--- config.mk ---
export PLATFORM = sky130hd
export DESIGN_NAME = pwm_deadtime
export DESIGN_NICKNAME = d
export VERILOG_FILES = /design/src/rtl/pwm_deadtime.sv
export SDC_FILE = /design/constraint.sdc
export NUM_CORES = 1
export LEC_CHECK = 0
export CORE_MARGIN = 1.5
export CORE_UTILIZATION = 45
export DETAILED_ROUTE_END_ITERATION = 10
export HOLD_SLACK_MARGIN = 0.03
export PLACE_DENSITY_LB_ADDON = 0.15
export SYNTH_ARGS = -nofsm -noshare
export SYNTH_HDL_FRONTEND = slang
export SYNTH_SLANG_ARGS = --single-unit
--- constraint.sdc ---
create_clock -name clk -period 3 [get_ports clk]
set_input_delay 0.6 -clock clk [delete_from_list [all_inputs] [get_ports clk]]
set_output_delay 0.6 -clock clk [all_outputs]
set_load 0.005 [all_outputs]
--- src/rtl/pwm_deadtime.sv ---
// Dead-time insertion: turns one PWM stream into a non-overlapping high/low gate pair.
// Optional fault shutdown path is compiled in with `define PWM_DT_FAULT_EN.
module pwm_deadtime #(
    parameter int DT_WIDTH = 8
) (
    input  logic                clk,
    input  logic                rst,
    input  logic                enable,
    input  logic                pwm_in,
    input  logic [DT_WIDTH-1:0] dead_cycles,
`ifdef PWM_DT_FAULT_EN
    input  logic                fault,
    input  logic                fault_clr,
    output logic                fault_latched,
`endif
    output logic                pwm_hi,
    output logic                pwm_lo,
    output logic                dt_active
);

    typedef enum logic [2:0] {
        IDLE,
        HI_ON,
        DT_H2L,
        LO_ON,
        DT_L2H
`ifdef PWM_DT_FAULT_EN
        ,
        FAULT
`endif
    } state_t;

    state_t              state_reg;
    state_t              state_next;
    logic [DT_WIDTH-1:0] cnt_reg;
    logic [DT_WIDTH-1:0] cnt_next;
    logic                pwm_hi_reg;
    logic                pwm_lo_reg;
    logic                dt_active_reg;
    logic                cnt_zero;
    logic                in_dead;
    logic                next_dead;
`ifdef PWM_DT_FAULT_EN
    logic                fault_latched_reg;
`endif

    assign cnt_zero  = (cnt_reg == '0);
    assign in_dead   = (state_reg == DT_H2L) || (state_reg == DT_L2H);
    assign next_dead = (state_next == DT_H2L) || (state_next == DT_L2H);

    always_comb begin
        state_next = state_reg;
`ifdef PWM_DT_FAULT_EN
        if (fault) begin
            state_next = FAULT;
        end else if (state_reg == FAULT) begin
            if (fault_clr) begin
                state_next = IDLE;
            end
        end else
`endif
        if (!enable) begin
            state_next = IDLE;
        end else begin
            case (state_reg)
                IDLE:    state_next = pwm_in ? DT_L2H : DT_H2L;
                HI_ON:   if (!pwm_in) state_next = DT_H2L;
                LO_ON:   if (pwm_in) state_next = DT_L2H;
                // A reversal inside the dead window returns straight to the side
                // that was on, since the opposite side never turned on.
                DT_H2L: begin
                    if (pwm_in) begin
                        state_next = HI_ON;
                    end else if (cnt_zero) begin
                        state_next = LO_ON;
                    end
                end
                DT_L2H: begin
                    if (!pwm_in) begin
                        state_next = LO_ON;
                    end else if (cnt_zero) begin
                        state_next = HI_ON;
                    end
                end
                default: state_next = IDLE;
            endcase
        end
    end

    // dead_cycles is captured only on entry so mid-window changes are ignored.
    always_comb begin
        cnt_next = cnt_reg;
        if (next_dead && (state_next != state_reg)) begin
            cnt_next = dead_cycles;
        end else if (in_dead && !cnt_zero) begin
            cnt_next = cnt_reg - DT_WIDTH'(1);
        end
    end

    always_ff @(posedge clk or posedge rst) begin
        if (rst) begin
            state_reg     <= IDLE;
            cnt_reg       <= '0;
            pwm_hi_reg    <= 1'b0;
            pwm_lo_reg    <= 1'b0;
            dt_active_reg <= 1'b0;
        end else begin
            state_reg     <= state_next;
            cnt_reg       <= cnt_next;
            pwm_hi_reg    <= (state_next == HI_ON);
            pwm_lo_reg    <= (state_next == LO_ON);
            dt_active_reg <= next_dead;
        end
    end

`ifdef PWM_DT_FAULT_EN
    always_ff @(posedge clk or posedge rst) begin
        if (rst) begin
            fault_latched_reg <= 1'b0;
        end else begin
            fault_latched_reg <= (state_next == FAULT);
        end
    end

    assign fault_latched = fault_latched_reg;
`endif

    assign pwm_hi    = pwm_hi_reg;
    assign pwm_lo    = pwm_lo_reg;
    assign dt_active = dt_active_reg;

endmodule

---- Yosys cells after proc, flatten, opt, wreduce, memory -nomap -nowiden ----
Index checks and enable logic that the tools add are counted.
storage, ports and cells
  word-level logic and storage cells ...... 34
  input bits .............................. 12
  output and inout port bits .............. 3
  register bits after elaboration ......... 14
cells by class
  multiplexer cells ....................... 11
  add/subtract/negate cells ............... 1
  equal/unequal tests ..................... 9
  reductions and logical operators ........ 8
operators by type and width
  kind                                                  count
  2-to-1 mux 3 bit                                      8
  2-to-1 mux 8 bit                                      2
  case mux 3 bit (5 select lines)                       1
  equality test 3 x 2 -> 1 bit (second input constant)  4
  zero test 8 bit                                       1
  subtractor 8 x 1 -> 8 bit (second input constant)     1
  equality test 3 x 1 -> 1 bit (second input constant)  2
  equality test 3 bit (second input constant)           2
  zero test 3 bit                                       1
  != test 3 bit                                         1
  logical AND 1 bit                                     2
  logical OR 1 bit                                      2
  nonzero test 2 bit                                    1
  zero test 1 bit                                       1

---- Longest topological paths before layout ----
Gate-level depths: netlist of run 1.
  depth in word-level cells ............... 9
  mapped depth ............................ 7
  gate-level depth less buffers ........... 6

---- Worst setup path after synthesis of run 1 ----
OpenSTA, ideal clock, no wires.
  path kind ............................... register -> register
  start ................................... register cnt_reg[0]
  end ..................................... register cnt_reg[1]
  stages on the path, launching flop included .. 8
  arrival ................................. 1,816 ps
  slack ................................... 1,059 ps
  period minus slack after synthesis ...... 1,941 ps
  required time ........................... 2,875 ps
  library setup time ...................... 125 ps
  path buffers ............................ 1
  path through ............................ dfrtp_1 -> inv_1 -> ha_1 -> or3b_2 -> clkbuf_1 -> o211a_1 -> mux2i_1 -> mux2_2
between the ends
  cells in the longest elaborated chain, start to end .. 9
  elaborated cells on any way between the ends .. 18
  classes of those cells .................. 1 x add/sub; 3 x eq/ne; 8 x mux; 6 x reduce/logical
RTL lines
  element                                                                     line    text
  from (decl)                                                                 35      logic [DT_WIDTH-1:0] cnt_reg;
  from (signal assigned)                                                      109     cnt_reg <= cnt_next;
  zero test 8 bit                                                             47      assign cnt_zero = (cnt_reg == '0);
  2-to-1 mux 3 bit (on tied branches)                                         81, 74
  2-to-1 mux 3 bit (on tied branches)                                         79, 72
  case mux 3 bit (5 select lines)                                             65      case (state_reg)
  2-to-1 mux 3 bit                                                            62      if (!enable) begin
  equality test 3 x 2 -> 1 bit / equality test 3 bit (equally long branches)  49      assign next_dead = (state_next == DT_H2L) || (state_next == DT_L2H);
  logical OR 1 bit                                                            49
  logical AND 1 bit                                                           93      if (next_dead && (state_next != state_reg)) begin
  2-to-1 mux 8 bit / nonzero test 2 bit (equally long branches)               --
Several ways; a longest one is shown, not always the timed one. The select of a mux whose other input is x is not followed.
A chain may end at the register's enable or synchronous reset.

---- Worst setup path after layout of run 1 ----
  start ................................... input port pwm_in
  end ..................................... register cnt_reg[1]
between the ends
  cells in the longest elaborated chain, start to end .. 7
  elaborated cells on any way between the ends .. 14
  classes of those cells .................. 3 x eq/ne; 8 x mux; 3 x reduce/logical
RTL lines
  element                                                                     line  text
  from (decl)                                                                 9     input logic pwm_in,
  2-to-1 mux 3 bit (on tied branches)                                         --
  case mux 3 bit (5 select lines) (*)                                         65
  2-to-1 mux 3 bit (*)                                                        62
  equality test 3 x 2 -> 1 bit / equality test 3 bit (equally long branches)  49
  logical OR 1 bit                                                            49
  logical AND 1 bit (*)                                                       93
  2-to-1 mux 8 bit / nonzero test 2 bit (equally long branches)               --
Every way passes the cells marked *; elsewhere a longest branch is shown, timed or not.

==> results of run 1 <==
## layer usage
layer,up-vias,GRT usage
li1,394,-
met2,17,0.2500
met3,2,0.03704
met4,0,0.05714
met1,348,0.2725
met5,-,0
## stage by stage
step	power (mW)	cells	hold WS (ns)
6_report	0.5844	140	0.5612
5_1_grt	0.6367	140	0.6000
4_1_cts	0.5861	140	0.5596
3_5_place_dp	0.4811	137	0.5483
3_3_place_gp	0.4777	137	0.5164
2_1_floorplan	0.4310	103	0.4770
## power by group through the flow
stage               combinational [mW]  clock (mW)  sequential [mW]
floorplan                        0.163           0            0.268
global placement                 0.190           0            0.288
detailed placement               0.192           0            0.289
CTS                              0.195       0.106            0.285
global route                     0.227       0.115            0.294
finish                           0.197       0.102            0.286
## critical path, stage by stage
cell	delay [ns]
clkdlybuf4s50_1	0.57
and3_1	0.27
o21ai_0	0.37
mux2_2	0.38
## worst max-delay path by stage
stage / to / depth (start not counted) / startpoint / slack [ns]
floorplan: cnt_reg[1] / 7 / cnt_reg[0] / 1.06
global placement: cnt_reg[1] / 4 / pwm_in / 0.72
detailed placement: cnt_reg[1] / 4 / pwm_in / 0.67
CTS: cnt_reg[1] / 4 / pwm_in / 0.96
global route: cnt_reg[1] / 4 / pwm_in / 0.87
finish: cnt_reg[1] / 4 / pwm_in / 0.96
## cell usage in the layout, fill, tap and decap left out, types with 3 or more instances in the layout
| cell type | instances |
|---|---|
| or4_1 | 3 |
| o211ai_1 | 3 |
| nand2b_1 | 3 |
| mux2i_1 | 3 |
| o21ai_0 | 9 |
| nand2_1 | 7 |
| clkbuf_4 | 3 |
| inv_1 | 5 |
| dfrtp_1 | 14 |
| a21oi_1 | 3 |
| nor2_1 | 9 |
| clkdlybuf4s50_1 | 14 |
| xor2_1 | 3 |
| o21a_1 | 3 |
## area by class of cell
class                      instances  area (um^2)  share of cell area
timing repair buffer              14        140.1              0.1289
multi-input combinational         77        521.8              0.4799
inverter                           5        18.77             0.01726
sequential                        14        350.3              0.3222
clock buffer                       3        22.52             0.02071
tap                               27        33.78             0.03107
## cells by family after synthesis
family | share of synthesized area
AOI/OAI and AO/OA | 0.2111
buffers and inverters | 0.05683
and+or+nand+nor | 0.2165
DFF | 0.3789
adders and majority gates | 0.02706
xor gates and xnor gates | 0.06497
muxes | 0.04466
==> results_dict.tcl, run 1 <==
set metrics [dict create \
    status "finished, final reports clean" \
    synth.area.top_cells "dfrtp_1, o21ai_0, nor2_1" \
    comb_power_share 0.337 \
    cts_sinks 14 \
    avgSynthCellArea_um2 8.977 \
    min_path_cells 1 \
    dominantRegCellSynth "dfrtp_1" \
    wl_per_cell_um 12.89 \
    areaGrowthSynthToFinish_pct 17.59 \
    swShare 0.3560 \
    die_area_um2 2336 \
    synthArstFlopShare 1.000 \
    maxCapViolCount 0 \
    grt_pass1_wl_mm 3.325 \
    worstReg2RegStart "cnt_reg[0]" \
    cts_resized 0 \
    drc 0 \
    synth_nets 117 \
    slew_headroom 0.6422 \
    seqPwrFrac 0.489 \
    rows 16 \
    start_util 0.4762 \
    coreArea_um2 1942 \
    ctsHoldBuffers 0 \
    cp_data_arrival_time_ns 2.20 \
    rr_worst_depth 6 \
    largest_register_ffs 8 \
    yosys_warnings 0 \
    hold_viol_final 0 \
    n_fill_cell 191 \
    drt-initial-drc-count 20 \
    p_clk_frac 0.174 \
    synthCells 103 \
    wl_met1_um 935 \
    yosys.cell_types.count 36 \
    cts_buffers 3 \
    drt_first_pass_iters 4 \
    ys_seq_area_frac 0.3789 \
    post_cts_buffers 0 \
    die_h_um 48.33 \
    final_util 0.5599 \
    drt_wl_total_mm 1.804 \
    fin_crit_sh 0.6799 \
    final.setup.tns_ns 0 \
    cts_tree "built" \
    wl_met2_um 777 \
    hold_class "flop to flop" \
    crit_type "input pin to flop" \
    antenna_cells 0 \
    die_w_um 48.33 \
    setup_slack_ns 0.9603 \
    grtUsageTotal 0.1778 \
    clk_pin_slew_ns 0.08 \
    vias 761 \
    clock_latency_ns 0.27 \
    grt-ovfl-total 0 \
    drive_gt1_frac 0.07080 \
    r2r_end "cnt_reg[1]" \
    dpl_worst_slack_ns 0.6662 \
    max_freq_mhz 490.3 \
    holdPathEnd "cnt_reg[7]" \
    topRoutingLayerUsed "met4" \
    grt_max_degree 16 \
    gp_congestion 0.8541 \
    dp_hpwl_mm 1.299 \
    vdd_drop_max_uv 301.2 \
    finClkSkew_ns 0.004064 \
    finalSetupViolCount 0 \
    post-route-min-period_ns 2.040 \
    avgViaCountPerCell 5.436 \
    internal_power_mw 0.3763 \
    cts_buffer_depth 2 \
    rsz0062_at_grt "no" \
    io_buffers 14 \
    critPathRequiredTime_ns 3.16 \
    p_switching_mw 0.2081 \
    synth.top_cells.by_count "dfrtp_1, nor2_1, o21ai_0, nand2_1, clkbuf_1" \
    synth-seq-cells 14 \
    drt.antenna.violating_nets 0 \
    startpoint_type "input pin" \
    p_leak_nw 0.4350 \
    tightest_slew_ns 0.5361 \
    dpl_cell_area_um2 1065 \
    h-tree-depth 1 \
    slew_violations 0 \
    holdCritStartpoint "cnt_reg[7]" \
    worst-r2r-setup-slack_ns 0.98 \
    power_density_nw_per_um2 537.5 \
    cts-root-buf "clkbuf_4" \
    final_nets 129 \
    synth_top_area_cell "dfrtp_1" \
    critPathCaptureType "flop" \
    met3_length_um 78 \
    synth_most_common_cell "dfrtp_1" \
    netlist_area_um2 924.6 \
    synth_top_cell_area_share 0.3789 \
    fin_area_um2 1087 \
    grt_pass1_vias 731 \
    worstPathMaxFanout 10 \
    ios 15 \
    synth-edff-count 0 \
    antenna_found_initial 0 \
]
Note: power is estimated with default switching activity, not from simulation.
==> run 2: changes to the inputs <==
- clock period: 3 -> 2 ns (I/O delays scaled with it)
==> results_dict.tcl, run 2 (same netlist as run 1, synthesis figures left out) <==
set metrics [dict create \
    grt_pass1_wl_mm 3.394 \
    finClkSkew_ns 0.008458 \
    critPathCaptureType "flop" \
    finalSetupViolCount 0 \
    ctsHoldBuffers 0 \
    cts_tree "built" \
    grt.busiest_layer "met2" \
    hold_viol_final 0 \
    cts_buffer_depth 2 \
    use_met2 0.2847 \
    rsz0062_at_grt "no" \
    tightest_slew_ns 0.5506 \
    drt_first_pass_iters 4 \
    clk_pin_slew_ns 0.09 \
    grt_pass1_vias 780 \
    areaGrowthSynthToFinish_pct 28.28 \
    cts-root-buf "clkbuf_4" \
    fin_crit_sh 0.9449 \
    grt_max_degree 15 \
    met1_usage 0.2485 \
    coreArea_um2 1942 \
    final.setup.tns_ns 0 \
    drc 0 \
    rows 16 \
    largest_register_ffs 8 \
    die_h_um 48.33 \
    vias 855 \
    dp_hpwl_mm 1.391 \
    avgViaCountPerCell 5.625 \
    cp_data_arrival_time_ns 2.09 \
    drive_gt1_frac 0.1600 \
    post-route-min-period_ns 1.890 \
    clock_latency_ns 0.29 \
    max_freq_mhz 529.1 \
    gp_congestion 0.8786 \
    worstPathMaxFanout 6 \
    hold_class "input pin to asynchronous set/reset pin" \
    slew_violations 0 \
    holdWs_ns 0.4488 \
    slew_headroom 0.6325 \
    antenna_found_initial 0 \
    grt-ovfl-total 0 \
    ios 15 \
    h-tree-depth 1 \
    status "finished, final reports clean" \
    drt.antenna.violating_nets 0 \
    critPathRequiredTime_ns 2.20 \
    start_util 0.4762 \
    die_w_um 48.33 \
    power_density_nw_per_um2 834.1 \
    die_area_um2 2336 \
    cts_buffers 3 \
    layout_common_cells "dfrtp_1, clkdlybuf4s50_1, buf_4" \
    vdd_drop_max_uv 573.5 \
    final_nets 140 \
    gr-usage-met3 0.06173 \
    drt-initial-drc-count 23 \
    grtUsageTotal 0.1827 \
    p_leak_nw 0.4958 \
    startpoint_type "flop" \
    cts_sinks 14 \
    io_buffers 14 \
    drt_wl_total_mm 1.947 \
    antenna_cells 0 \
    wl_per_cell_um 12.81 \
    crit_type "flop to flop" \
    maxCapViolCount 0 \
]
-- run 2: final cells by class --
cell class / instances / area (um^2)
Inverter: 5 / 18.77
Clock buffer: 4 / 36.28
Tap cell: 27 / 33.78
Multi-Input combinational cell: 77 / 524.3
Timing Repair Buffer: 25 / 222.7
Sequential cell: 14 / 350.3
Fill cell: 166 / 755.7
-- run 2: metrics by stage --
| step | instances | power [mW] | worst slack [ns] | util | cell area (um^2) |
|---|---|---|---|---|---|
| after floorplan | 103 | 0.6465 | 0.05933 | - | 924.6 |
| after global placement | 146 | 0.7506 | 0.1067 | 0.5831 | 1132 |
| after detailed placement | 146 | 0.7608 | 0.08313 | 0.5831 | 1132 |
| after CTS | 150 | 0.9760 | 0.03082 | 0.6018 | 1169 |
| after global routing | 152 | 1.066 | 0.01947 | 0.6108 | 1186 |
| final | 152 | 0.9894 | 0.1101 | 0.6108 | 1186 |
-- run 2: power breakdown --
part           switching [mW]  leakage [nW]  internal (mW)  total (mW)
Sequential             0.0617         0.174          0.346       0.407
Combinational           0.175         0.301          0.199       0.374
Clock                  0.0971        0.0210          0.111       0.208
-- run 2: path summary, 6_finish.rpt --
check | startpoint | endpoint | slack, ns | cells past startpoint
setup / recovery | cnt_reg[0] | cnt_reg[5] | 0.11 | 7
hold / removal | rst | state_reg[2] | 0.45 | 2
setup reg to reg | cnt_reg[0] | cnt_reg[5] | 0.11 | 7
hold reg to reg | cnt_reg[7] | cnt_reg[7] | 0.55 | 1
max in group asynchronous | rst | cnt_reg[5] | 1.18 | 2
min in group clk | cnt_reg[7] | cnt_reg[7] | 0.55 | 1
-- run 2: timing repair --
| action | CTS | global route |
|---|---|---|
| endpoints found under the setup margin | 0 | 6 |
| endpoints found under the hold margin | 0 | 0 |
| buffers inserted | 0 | 2 |
| gates resized for setup | 0 | 1 |
-- run 2: worst max-delay path: stages (launching register included) --
cell	delay, ns
dfrtp_1	0.42
inv_1	0.08
ha_1	0.19
or3b_4	0.26
o211ai_1	0.10
buf_4	0.16
or4_1	0.45
a31oi_1	0.14
-- run 2: metal layers --
layer	wire length, um	part of all wire
met4	15	0.0077
met5	0	0
met3	99	0.051
met2	930	0.48
met1	901	0.46
